## config.mk

```make
export PLATFORM = sky130hd
export DESIGN_NAME = branch_target_predictor
export DESIGN_NICKNAME = d
export VERILOG_FILES = /design/src/rtl/branch_target_predictor.sv
export SDC_FILE = /design/constraint.sdc
export NUM_CORES = 2
export LEC_CHECK = 0
export CORE_MARGIN = 3
export CORE_UTILIZATION = 37
export CTS_CLUSTER_DIAMETER = 80
export DETAILED_ROUTE_END_ITERATION = 6
export PLACE_DENSITY_LB_ADDON = 0.05
export SYNTH_ARGS = -nofsm -noshare
export SYNTH_HDL_FRONTEND = slang
export SYNTH_SLANG_ARGS = --single-unit
```

## constraint.sdc

```tcl
create_clock -name clk -period 6.71 [get_ports clk]
set_input_delay 1.342 -clock clk [delete_from_list [all_inputs] [get_ports clk]]
set_output_delay 1.342 -clock clk [all_outputs]
set_load 0.005 [all_outputs]
```

## src/rtl/branch_target_predictor.sv

```systemverilog
// Direct-mapped BTB with per-entry saturating counters, same-cycle fetch lookup and one EX update per cycle.
// Optional gshare indexing is compiled in when the macro BTP_GSHARE_EN is defined.
module branch_target_predictor #(
  parameter int ENTRIES = 64,
  parameter int CNT_W   = 2,
  parameter int TAG_W   = 8,
  parameter int GHR_W   = 6,
  localparam int IDX_W  = $clog2(ENTRIES)
) (
  input  logic             clk,
  input  logic             rst_n,
  input  logic [31:0]      lookup_pc,
  output logic             pred_hit,
  output logic             pred_taken,
  output logic [31:0]      pred_target,
  output logic [IDX_W-1:0] pred_index,
  input  logic             upd_valid,
  input  logic [31:0]      upd_pc,
  input  logic [IDX_W-1:0] upd_index,
  input  logic             upd_taken,
  input  logic [31:0]      upd_target,
  input  logic             upd_mispredict,
  output logic [31:0]      perf_branches,
  output logic [31:0]      perf_mispredicts
);

  localparam logic [CNT_W-1:0] CNT_WEAK_NT = CNT_W'((1 << (CNT_W - 1)) - 1);
  localparam logic [CNT_W-1:0] CNT_WEAK_T  = CNT_W'(1 << (CNT_W - 1));
  localparam logic [CNT_W-1:0] CNT_MAX     = CNT_W'((1 << CNT_W) - 1);

  logic [ENTRIES-1:0] valid_vec;
  logic [TAG_W-1:0]   tag_vec    [ENTRIES];
  logic [31:0]        target_vec [ENTRIES];
  logic [CNT_W-1:0]   cnt_vec    [ENTRIES];

  logic [IDX_W-1:0] pc_idx;
  logic [IDX_W-1:0] lookup_idx;
  logic [TAG_W-1:0] lookup_tag;
  logic [TAG_W-1:0] upd_tag;

  assign pc_idx     = lookup_pc[IDX_W+1:2];
  assign lookup_tag = lookup_pc[IDX_W+2 +: TAG_W];
  assign upd_tag    = upd_pc[IDX_W+2 +: TAG_W];

`ifdef BTP_GSHARE_EN
  // History advances only on resolved branches, so it never needs repair after a flush.
  logic [GHR_W-1:0] ghr_reg;
  always_ff @(posedge clk or negedge rst_n) begin
    if (!rst_n) begin
      ghr_reg <= '0;
    end else if (upd_valid) begin
      ghr_reg <= GHR_W'({ghr_reg, upd_taken});
    end
  end
  assign lookup_idx = pc_idx ^ IDX_W'(ghr_reg);
`else
  assign lookup_idx = pc_idx;
`endif

  // Fetch-side lookup: reads current state, so a same-cycle update is seen one cycle later.
  assign pred_index  = lookup_idx;
  assign pred_hit    = valid_vec[lookup_idx] && (tag_vec[lookup_idx] == lookup_tag);
  assign pred_taken  = pred_hit && cnt_vec[lookup_idx][CNT_W-1];
  assign pred_target = pred_taken ? target_vec[lookup_idx] : (lookup_pc + 32'd4);

  logic             upd_hit;
  logic [CNT_W-1:0] cnt_cur;
  logic [CNT_W-1:0] cnt_next;
  logic             alloc;
  logic             write_cnt;
  logic             write_target;

  assign upd_hit = valid_vec[upd_index] && (tag_vec[upd_index] == upd_tag);
  assign cnt_cur = cnt_vec[upd_index];

  always_comb begin
    cnt_next     = cnt_cur;
    alloc        = 1'b0;
    write_cnt    = 1'b0;
    write_target = 1'b0;
    if (upd_valid) begin
      if (upd_hit) begin
        write_cnt = 1'b1;
        if (upd_taken) begin
          write_target = 1'b1;
          if (cnt_cur != CNT_MAX) cnt_next = cnt_cur + CNT_W'(1);
        end else if (cnt_cur != '0) begin
          cnt_next = cnt_cur - CNT_W'(1);
        end
      end else if (upd_taken) begin
        // Taken miss replaces whatever aliased into this slot.
        alloc        = 1'b1;
        write_cnt    = 1'b1;
        write_target = 1'b1;
        cnt_next     = CNT_WEAK_T;
      end
    end
  end

  for (genvar gi = 0; gi < ENTRIES; gi++) begin : g_entry
    logic             sel;
    logic             valid_reg;
    logic [CNT_W-1:0] cnt_reg;
    logic [TAG_W-1:0] tag_reg;
    logic [31:0]      target_reg;

    assign sel = (upd_index == IDX_W'(gi));

    always_ff @(posedge clk or negedge rst_n) begin
      if (!rst_n) begin
        valid_reg <= 1'b0;
        cnt_reg   <= CNT_WEAK_NT;
      end else if (sel) begin
        if (alloc)     valid_reg <= 1'b1;
        if (write_cnt) cnt_reg   <= cnt_next;
      end
    end

    // Tag and target are meaningless while valid is clear, so they carry no reset.
    always_ff @(posedge clk) begin
      if (sel && alloc)        tag_reg    <= upd_tag;
      if (sel && write_target) target_reg <= upd_target;
    end

    assign valid_vec[gi]  = valid_reg;
    assign cnt_vec[gi]    = cnt_reg;
    assign tag_vec[gi]    = tag_reg;
    assign target_vec[gi] = target_reg;
  end

  logic [31:0] perf_branches_reg;
  logic [31:0] perf_mispredicts_reg;

  always_ff @(posedge clk or negedge rst_n) begin
    if (!rst_n) begin
      perf_branches_reg    <= '0;
      perf_mispredicts_reg <= '0;
    end else if (upd_valid) begin
      if (perf_branches_reg != '1) perf_branches_reg <= perf_branches_reg + 32'd1;
      if (upd_mispredict && (perf_mispredicts_reg != '1))
        perf_mispredicts_reg <= perf_mispredicts_reg + 32'd1;
    end
  end

  assign perf_branches    = perf_branches_reg;
  assign perf_mispredicts = perf_mispredicts_reg;

  logic unused_bits;
  assign unused_bits = ^{lookup_pc, upd_pc, (GHR_W <= IDX_W)};

endmodule

```

==> impl_metrics.toml <==
[critical_path]
slowest_stage = "mux4_2"
cpMostUsedCell = "mux4_2"
cp.arrival_ps = 5320
crit_family = "multiplexers"
required_ps = 5370
crit_path_end_kind = "output pin"
crit_path_start_kind = "input port"
critPathMaxStageDelay_ps = 610
cp_max_fo = 18
rrSetupSlack_ps = 2400
cp_cell_sequence = "buf_16, clkbuf_16, mux4_2, mux4_2, mux4_2, xor2_1, nor3_1, nand4_1, buf_12, buf_12, mux2_1, clkdlybuf4s50_1"
crit_type = "in -> out"
cp_num_buf_inv = 5

[final_layout]
nets = 6031
synthToLayoutAreaGrowth_pct = 17.7
utilization = 0.439
fin_area_um2 = 136000
drive_above_1_share = 0.344
largest_reg_flops = 2048
nFillCells = 26600

[yosys]
yosysSeqAreaShare = 0.720
ys_seq_elements = 2816
yosysTopAreaCellShare = 0.664
syn_area_um2 = 116000
syn_inst = 5340
synth_edf_count = 2560
synth_most_common_cell = "edfxtp_1"
ys.flop_type = "edfxtp_1"
synth_top_area_cell = "edfxtp_1"
synth_area_per_cell_um2 = 21.7
synthTopCellsByCount = "edfxtp_1, mux4_2, dfrtp_1"
synthTopCellsByArea = "edfxtp_1, mux4_2, dfrtp_1"
synth_nets = 5450
synth-async-reset-ratio = 0.0909
synth.distinct_cells = 60
synth_warnings = 0

[route]
drt_iter0_markers = 6138
routedWlPerCell_um = 33.5
viasPerCell = 5.65
wirelength_mm = 345
drc = 0
num_vias = 58200
detail-route-antenna-nets = 0
dr.pass1.iters = 5

[sta]
fmax_ghz = 0.150
setup_violations = 0
slew_headroom = 0.149
rsz0062_at_grt = "false"
skew_ps = 39.5
tightestPinTransition_ps = 1280
maxSlewViolCount = 0
min_period_ps = 6660
hold_viol_final = 0
fin_crit_sh = 0.993

[floorplanning]
rows = 204
die_h_um = 565
core-area_um2 = 310000
die-area_um2 = 320000
initial_core_util = 0.373
ios = 211
die_w_um = 565

[cts]
cts_tree = "built"
cts_hold_buf = 0
cts_root_buffer = "clkbuf_16"
cts_made_buffers = 323
h-tree-depth = 5
clkLatencyLatePin_ps = 890
clk_pin_slew_ps = 50
clock_sinks = 2816
clockBufferDepth = 4

[outcome]
status = "complete, no violations"

[place]
post_dp_cell_area_um2 = 126000
place.gp.congestion = 0.819
io_buffer_count = 186
dp_hpwl_mm = 205

[min_path]
hold_path_class = "reg -> reg"

[grt]
overflow = 0
grt_pass1_vias = 60300
antenna_found_initial = 30
grt_max_degree = 144
grt_usage = 0.215
grt_pass1_wl_mm = 483

[power]
pwr_density_cell_nw_per_um2 = 289
p_leak_nw = 44.4
total_power_w = 0.0394
vdd_drop_max_v = 0.000216

[run]
maxCapViolations = 0
## power breakdown
part	switching, W	leakage, nW	internal, W
Combinational	0.00149	13.1	0.00112
Sequential	0.000119	26.3	0.0193
Clock	0.00704	5.07	0.0103
## logic make-up after synthesis
family	after synthesis	synth area share
DFF	2816	0.720
muxes	1329	0.222
and+or+nand+nor	504	0.0209
buffers and inverters	363	0.0149
AOI/OAI and AO/OA	216	0.0136
xor gates and xnor gates	109	0.00824
adders and majority gates	3	0.000324
## path summary, 6_finish.rpt
path                                                  from                            endpoint  cells past startpoint
setup / recovery                              lookup_pc[2]                     pred_target[15]                     12
hold reg to reg              perf_branches[28]$_DFFE_PN0P_       perf_branches[28]$_DFFE_PN0P_                      1
setup reg to reg           g_entry[7].tag_reg[4]$_DFFE_PP_  g_entry[18].cnt_reg[0]$_DFFE_PN1P_                     13
hold / removal               perf_branches[28]$_DFFE_PN0P_       perf_branches[28]$_DFFE_PN0P_                      1
max in group asynchronous                            rst_n  g_entry[31].cnt_reg[1]$_DFFE_PN0P_                      2
min in group asynchronous                            rst_n        perf_branches[9]$_DFFE_PN0P_                      1
## layout by cell type (no fill, tap or decap), types with 81 or more instances in the layout
cell / Yosys / layout
edfxtp_1: 2560 / 2560
nand2_1: 89 / 88
dfrtp_1: 192 / 192
nor2_1: 173 / 106
clkdlybuf4s50_1: 0 / 135
buf_12: 0 / 88
nand3_1: 86 / 84
a22oi_1: 81 / 81
mux2i_1: 185 / 185
buf_4: 20 / 327
mux4_2: 976 / 976
mux2_1: 93 / 90
clkbuf_16: 0 / 341
## cell type report
class	count	area [um^2]	area share
sequential	2816	83400	0.612
multi-input combinational	2161	31200	0.229
clock buffer	409	8760	0.0643
timing repair buffer	608	6100	0.0448
tap	4120	5150	0.0378
clock inverter	169	1590	0.0116
inverter	11	41.3	0.000303
antenna	13	32.5	0.000239
## per-stage QoR
stage	hold WS (ps)	TNS, ps	setup slack (ps)	instances
final	489	0	49.5	10300
after floorplan	455	0	731	5340
after global routing	500	0	12.9	10300
after detailed placement	479	-37.3	-37.0	9696
after CTS	492	0	2.29	10300
after global placement	470	-1310	-115	9696
## per-layer routing
layer  wire length (um)  share of wire  track usage  up-vias
met3              19500          0.056       0.0326      357
met2             163000           0.47        0.339     1736
met1             155000           0.45        0.316    32300
li1                   -              -            -    23800
met4               7160          0.021       0.0479        6
met5                 30       0.000087            0        -
## what timing repair did
item                                    CTS  global route
endpoints found under the setup margin    4            33
pin swaps                                 0             2
buffers inserted                          0            16
gates resized for setup                   4            10
cloned                                    0             4
Note: power is estimated with default switching activity, not from simulation.
